===== config.mk =====
export PLATFORM = sky130hd
export DESIGN_NAME = mux_n_reg_flat
export DESIGN_NICKNAME = d
export VERILOG_FILES = /design/src/rtl/mux_n_reg_if.sv /design/src/rtl/mux_n_reg.sv /design/src/flat_wrapper.sv
export SDC_FILE = /design/constraint.sdc
export NUM_CORES = 1
export LEC_CHECK = 0
export ABC_AREA = 1
export BUFFER_PORTS_ARGS = -buffer_cell sky130_fd_sc_hd__buf_2
export CORE_UTILIZATION = 44
export DETAILED_ROUTE_END_ITERATION = 6
export GPL_TIMING_DRIVEN = 0
export PLACE_DENSITY = 0.9
export SYNTH_ARGS = -nofsm -noshare
export SYNTH_HDL_FRONTEND = slang
export SYNTH_SLANG_ARGS = --single-unit

===== constraint.sdc =====
create_clock -name clk -period 1.4 [get_ports clk]
set_input_delay 0.28 -clock clk [delete_from_list [all_inputs] [get_ports clk]]
set_output_delay 0.28 -clock clk [all_outputs]
set_load 0.01 [all_outputs]

===== src/rtl/mux_n_reg_if.sv =====
// Handshake bundle for mux_n_reg: the producer side offers a/ch with
// in_valid/in_ready, and the consumer side takes out/out_ch with
// out_valid/out_ready. The error flag and its clear are also carried here.
interface mux_n_reg_if #(
    parameter int WIDTH = 32,
    parameter int NUM   = 3,
    parameter int SEL_W = 2
);
    logic [NUM*WIDTH-1:0] a;
    logic [SEL_W-1:0]     ch;
    logic                 in_valid;
    logic                 in_ready;
    logic [WIDTH-1:0]     out;
    logic [SEL_W-1:0]     out_ch;
    logic                 out_valid;
    logic                 out_ready;
    logic                 sel_err;
    logic                 err_clr;

    // Environment view: drives the stimulus and the consumer ready.
    modport master (
        output a, ch, in_valid, out_ready, err_clr,
        input  in_ready, out, out_ch, out_valid, sel_err
    );

    // Stage view: the selector itself.
    modport slave (
        input  a, ch, in_valid, out_ready, err_clr,
        output in_ready, out, out_ch, out_valid, sel_err
    );
endinterface


===== src/rtl/mux_n_reg.sv =====
// N-input, WIDTH-bit selector with a one-entry registered output stage.
// Holds the selected value across consumer stalls, allows one transfer per
// cycle when the consumer keeps up, and traps out-of-range selects in a
// sticky error flag while loading DEFAULT instead.
module mux_n_reg #(
    parameter int               WIDTH   = 32,
    parameter int               NUM     = 3,
    parameter int               SEL_W   = 2,
    parameter logic [WIDTH-1:0] DEFAULT = '0
) (
    input  logic       clk,
    input  logic       rst,
    mux_n_reg_if.slave bus
);

    // Reject configurations that would leave inputs unreachable by ch.
    if (NUM < 2 || NUM > 16) begin : g_num_range_err
        $error("mux_n_reg: NUM=%0d outside 2..16", NUM);
    end
    if (NUM > (1 << SEL_W)) begin : g_sel_w_err
        $error("mux_n_reg: NUM=%0d needs more than SEL_W=%0d select bits", NUM, SEL_W);
    end

    typedef enum logic {
        EMPTY = 1'b0,
        FULL  = 1'b1
    } state_t;

    state_t             state_q;
    state_t             state_d;
    logic [WIDTH-1:0]   out_q;
    logic [SEL_W-1:0]   out_ch_q;
    logic               sel_err_q;
    logic               sel_err_d;

    logic               out_valid;
    logic               in_ready;
    logic               accept;
    logic               drain;
    logic               in_range;
    logic [WIDTH-1:0]   sel_val;

    // Handshake: ready whenever the slot is empty or is being emptied now,
    // so in_ready never depends on in_valid.
    assign out_valid = (state_q == FULL);
    assign in_ready  = !out_valid || bus.out_ready;
    assign accept    = bus.in_valid && in_ready;
    assign drain     = out_valid && bus.out_ready && !accept;

    // Both sides widened to 32 bits so no ch value can wrap onto a valid index.
    assign in_range  = (32'(bus.ch) < 32'(NUM));

    // Input selection: DEFAULT unless ch names one of the NUM inputs.
    always_comb begin
        // NOTE: every variable written here gets a value before any branch,
        // so no path leaves it unassigned and no latch is inferred.
        sel_val = DEFAULT;
        for (int k = 0; k < NUM; k++) begin
            if (32'(bus.ch) == 32'(k)) begin
                sel_val = bus.a[k*WIDTH +: WIDTH];
            end
        end
    end

    // Next-state and sticky-error logic; a set on the same edge as a clear wins.
    always_comb begin
        state_d   = state_q;
        sel_err_d = sel_err_q;
        unique case (state_q)
            EMPTY: if (accept) state_d = FULL;
            FULL:  if (drain)  state_d = EMPTY;
            default:           state_d = EMPTY;
        endcase
        if (bus.err_clr) begin
            sel_err_d = 1'b0;
        end
        if (accept && !in_range) begin
            sel_err_d = 1'b1;
        end
    end

    // State, output register and error flag; reset overrides everything.
    always_ff @(posedge clk) begin
        // NOTE: sequential state is written with non-blocking assignments so
        // every register samples the pre-edge values of the others.
        if (rst) begin
            state_q   <= EMPTY;
            out_q     <= '0;
            out_ch_q  <= '0;
            sel_err_q <= 1'b0;
        end else begin
            state_q   <= state_d;
            sel_err_q <= sel_err_d;
            // Data only moves on accept; a drain leaves the last value visible.
            if (accept) begin
                out_q    <= sel_val;
                out_ch_q <= bus.ch;
            end
        end
    end

    assign bus.in_ready  = in_ready;
    assign bus.out_valid = out_valid;
    assign bus.out       = out_q;
    assign bus.out_ch    = out_ch_q;
    assign bus.sel_err   = sel_err_q;

endmodule

===== src/flat_wrapper.sv =====
// flat-port wrapper written by rule: the top's interface ports become plain ports
module mux_n_reg_flat 
#(
    parameter int               WIDTH   = 32,
    parameter int               NUM     = 3,
    parameter int               SEL_W   = 2,
    parameter logic [WIDTH-1:0] DEFAULT = '0
)
  (clk, rst, bus_a, bus_ch, bus_in_valid, bus_out_ready, bus_err_clr, bus_in_ready, bus_out, bus_out_ch, bus_out_valid, bus_sel_err);
  mux_n_reg_if #(.WIDTH(WIDTH), .NUM(NUM), .SEL_W(SEL_W)) bus_i ();
  input  logic clk;
  input  logic rst;
  input wire logic [$bits(bus_i.a)-1:0] bus_a;
  input wire logic [$bits(bus_i.ch)-1:0] bus_ch;
  input wire logic [$bits(bus_i.in_valid)-1:0] bus_in_valid;
  input wire logic [$bits(bus_i.out_ready)-1:0] bus_out_ready;
  input wire logic [$bits(bus_i.err_clr)-1:0] bus_err_clr;
  output wire logic [$bits(bus_i.in_ready)-1:0] bus_in_ready;
  output wire logic [$bits(bus_i.out)-1:0] bus_out;
  output wire logic [$bits(bus_i.out_ch)-1:0] bus_out_ch;
  output wire logic [$bits(bus_i.out_valid)-1:0] bus_out_valid;
  output wire logic [$bits(bus_i.sel_err)-1:0] bus_sel_err;
  assign bus_i.a = bus_a;
  assign bus_i.ch = bus_ch;
  assign bus_i.in_valid = bus_in_valid;
  assign bus_i.out_ready = bus_out_ready;
  assign bus_i.err_clr = bus_err_clr;
  assign bus_in_ready = bus_i.in_ready;
  assign bus_out = bus_i.out;
  assign bus_out_ch = bus_i.out_ch;
  assign bus_out_valid = bus_i.out_valid;
  assign bus_sel_err = bus_i.sel_err;
  mux_n_reg #(.WIDTH(WIDTH), .NUM(NUM), .SEL_W(SEL_W), .DEFAULT(DEFAULT)) u_core (.clk(clk), .rst(rst), .bus(bus_i));
endmodule

======== Word-level counts from Yosys, hierarchy flattened ========
Index checks and enable logic that the tools add are counted.
storage, ports and cells
  register bits ........................... 36
  latch bits .............................. 0
  bits in writable memories ............... 0
  ROM bits ................................ 0
  input bits .............................. 103
  output and inout port bits .............. 37
  logic and storage cells ................. 26
  memories kept ........................... 0
cells by class
  add/subtract/negate cells ............... 0
  $mul .................................... 0
  divide/modulo/power cells ............... 0
  order comparisons ....................... 1
  equality and inequality tests ........... 2
  shift operators ......................... 0
  mux-type cells .......................... 8
  bitwise gates (word level) .............. 1
  reduce and logical (&&, ||, !) cells .... 10
operator list
  cell                count
  $mux 32             3
  $logic_and 1x1->1   4
  $mux 1              4
  $logic_not 1->1     3
  $eq 2x1->1 const B  1
  $eq 2x2->1 const B  1
  $logic_not 2->1     1
  $lt 2x2->1 const B  1
  $pmux 1 s2          1
  $reduce_bool 2->1   1
  $logic_or 1x1->1    1
  $not 1->1           1

======== Longest topological paths before layout ========
  word-level depth ........................ 7
  mapped depth ............................ 7
  depth with buffers taken out ............ 6

======== Worst setup path after synthesis ========
OpenSTA, ideal clock, no wires.
  kind .................................... register to register
  start point ............................. register u_core.state_q, in the netlist u_core.bus.out_valid
  end point ............................... register u_core.out_q[0], in the netlist u_core.bus.out[0]
  library setup time ...................... 111 ps
  arrival ................................. 940 ps
  required time ........................... 1289 ps
  path slack .............................. 349 ps
  cell stages (with the launch flop) ...... 7
  path buffers ............................ 2
  clock period less this slack ............ 1051 ps
  cells stage by stage .................... dfxtp_1 -> nand2_1 -> buf_4 -> buf_2 -> nand3_1 -> nor2_1 -> nor2_1
on the way
  cells in the longest elaborated chain, start to end .. 3
RTL lines
  item                    line             text
  from (decl)             mux_n_reg.sv:29  state_t state_q;
  from (signal assigned)  mux_n_reg.sv:92  state_q <= state_d;
  $logic_not 1->1         mux_n_reg.sv:46  assign in_ready = !out_valid || bus.out_ready;
  $logic_or 1x1->1        mux_n_reg.sv:46
  $logic_and 1x1->1       mux_n_reg.sv:47  assign accept = bus.in_valid && in_ready;
  to (signal assigned)    mux_n_reg.sv:96  out_q <= sel_val;
  to (decl)               mux_n_reg.sv:31  logic [WIDTH-1:0] out_q;
No other way between the ends.
A chain may end at the register's enable or synchronous reset.

======== Worst setup path after layout ========
  start point ............................. register u_core.state_q, in the netlist u_core.bus.out_valid
  end point ............................... output bus_in_ready
on the way
  cells in the longest elaborated chain, start to end .. 2
RTL lines
  item              line                text
  $logic_not 1->1   mux_n_reg.sv:46
  $logic_or 1x1->1  mux_n_reg.sv:46
  to (decl)         flat_wrapper.sv:18  output wire logic [$bits(bus_i.in_ready)-1:0] bus_in_ready;
No other way between the ends.

==> reports/metrics.yaml <==
run_status:
  status: "complete, no violations"
timing:
  rsz0062_at_grt: "no"
  min_period_over_period_pct: 94.6
  tightest_slew_ns: 0.504
  period_needed_ns: 1.33
  fin_skew_ns: 0.00654
  finalHoldViolations: 0
  setup_violations: 0
  slew_violations: 0
  max_slew_margin_pct: 66.4
  tns_ns: 0
  max_freq_ghz: 0.755
die:
  die_w_um: 74.9
  die_h_um: 74.9
  die-area_mm2: 0.00561
  coreArea_mm2: 0.00511
  rows: 26
  io_pins: 140
  start_util_pct: 45.8
routing:
  vias: 3034
  wl_per_cell_um: 12.5
  postRouteAntennaNets: 0
  via_per_inst: 4.89
  drc: 0
  dr.first_iter.drc_count: 147
  routed_wl_mm: 7.77
  dr.pass1.iters: 4
finish:
  n_antenna_cell: 0
  fill_cells: 495
  drive_above_1_share_pct: 32.3
  instances_no_fill: 621
  area_delta_synth_final_pct: 38.9
  fin_nets: 653
worst_setup_path:
  cpPeakStageDelay_ns: 0.33
  crit_arrival_ns: 1.05
  path_delay_family: "flip-flops"
  cp-end-kind: "output port"
  worstSetupStartpointType: "flip-flop"
  crit_chain: "nand2_1 > buf_8 > buf_2"
  cp_num_buf_inv: 2
  path_max_fanout: 13
  critPathKind: "flip-flop to output port"
  slowest_stage: "dfxtp_2"
  crit_required_ns: 1.12
clocking:
  clkLatencyLatePin_ns: 0.29
  clockBufferDepth: 2
  clock-root-buffer: "clkbuf_8"
  cts_tree: "built"
  path_clk_slew_ns: 0.07
  htreeDepth: 2
  postCtsHoldBufs: 0
  cts.sinks: 36
  cts_buffers: 5
logic_synthesis:
  avgSynthCellArea_um2: 5.76
  synth-seq-cells: 36
  ys_types: 14
  netlist_area_mm2: 0.00234
  syn-num-nets: 509
  ys_seq_area_share_pct: 30.8
  syn_inst: 406
  synth_top_area_share_pct: 30.8
  ys_warn_count: 0
  yosysTopAreaCell: "dfxtp_1"
  synthTopCellsByArea: "dfxtp_1, nand2_1, nand3_1"
power:
  power_frac_seq_pct: 39.0
  p_sw_share_pct: 29.3
  power_density_mw_per_mm2: 902
  ir_drop_uv: 460
  p_leak_nw: 1.92
  combPwrFrac_pct: 26.4
  clock_power_share_pct: 34.5
  power.internal_mw: 2.07
  p_switching_mw: 0.860
global_routing:
  grt-ovfl-total: 0
  grt.total_usage_pct: 27.0
  grt_pass1_vias: 2645
  grt_pass1_wl_mm: 11.6
  grt_antenna_before_repair: 0
  grt_max_degree: 20
placed_design:
  dp_hpwl_mm: 5.74
  dp.cells: 612
  place_congestion: 0.893
  numPortBuffers: 136
min_path:
  holdCritPathClass: "input port to flip-flop"
job:
  cap_viol_max_count: 0
[per-stage QoR]
step	total power [mW]	hold slack (ns)	utilization (%)	setup WS [ns]	instance area [um^2]
after floorplan	1.61	0.349	-	0.349	2340
after global placement	1.91	0.451	60.9	0.140	3110
after detailed placement	1.93	0.459	60.9	0.0772	3110
after CTS	2.93	0.196	63.3	0.0400	3230
after global routing	3.08	0.215	63.6	0.0320	3250
final	2.93	0.210	63.6	0.0749	3250
[timing repair]
| item | in CTS | in global routing |
|---|---|---|
| setup buffers | 0 | 2 |
| endpoints found under the setup margin | 1 | 1 |
| resized for setup | 2 | 1 |
[synth_stat cells]
cell / number
a21oi_1: 4
buf_2: 14
buf_4: 11
buf_6: 3
clkbuf_1: 3
dfxtp_1: 36
inv_1: 36
inv_2: 2
nand2_1: 132
nand2_2: 1
nand3_1: 98
nand4_1: 1
nor2_1: 64
nor2_8: 1
[area by class of cell]
class | count | area, um^2 | share of cell area, %
timing repair buffer | 138 | 696 | 21.4
clock buffer | 7 | 96.3 | 2.96
sequential | 36 | 722 | 22.2
clock inverter | 1 | 30.0 | 0.924
buffer | 30 | 198 | 6.08
inverter | 38 | 143 | 4.39
multi-input combinational | 301 | 1280 | 39.3
tap | 70 | 87.6 | 2.69
[sequential cells by signal, summed over array words and instances, names as in the netlist]
| register | flops |
|---|---|
| u_core.bus.out_ch | 2 |
| u_core.bus.out | 32 |
| u_core.bus.sel_err | 1 |
| u_core.bus.out_valid | 1 |
[cell usage in the layout (no fill, tap or decap), drive strengths merged]
cell type  Yosys  layout
bufinv         0       1
a21oi          4       4
nand2        133     133
nand3         98      98
dfxtp         36      36
nor2          65      65
clkbuf         3      10
inv           38      38
nand4          1       1
buf           28     165
[power by group through the flow]
stage | sequential (mW) | combinational [mW] | clock [mW]
2_1_floorplan | 1.21 | 0.405 | 0
3_3_place_gp | 1.16 | 0.746 | 0
3_5_place_dp | 1.17 | 0.764 | 0
4_1_cts | 1.14 | 0.765 | 1.03
5_1_grt | 1.15 | 0.870 | 1.06
6_report | 1.15 | 0.774 | 1.01
[path summary, 6_finish.rpt]
kind / start / endpoint / slack (ns) / depth (start not counted)
setup / recovery: u_core.bus.out_valid / bus_in_ready / 0.07 / 3
hold / removal: rst / u_core.bus.out_ch[1] / 0.21 / 2
setup reg to reg: u_core.bus.out_valid / u_core.bus.out[15] / 0.20 / 6
hold reg to reg: u_core.bus.out_ch[0] / u_core.bus.out_ch[0] / 0.47 / 2
[logic make-up (layout without fill, tap and decap cells)]
group | count (synthesis) | after routing | synth area share [%]
AO/OA/AOI/OAI | 4 | 4 | 0.856
buffers and inverters | 69 | 214 | 14.5
flip-flops | 36 | 36 | 30.8
AND/OR/NAND/NOR | 297 | 297 | 53.8
[metal layers]
metal / up-vias / share of wire [%] / global-route usage, %
met5: - / 0 / 0
met4: 0 / 1.4 / 10.5
met3: 11 / 6.6 / 3.35
met2: 134 / 49 / 47.7
met1: 1344 / 43 / 33.2
li1: 1545 / - / -
(Power assumes the default switching activity.)
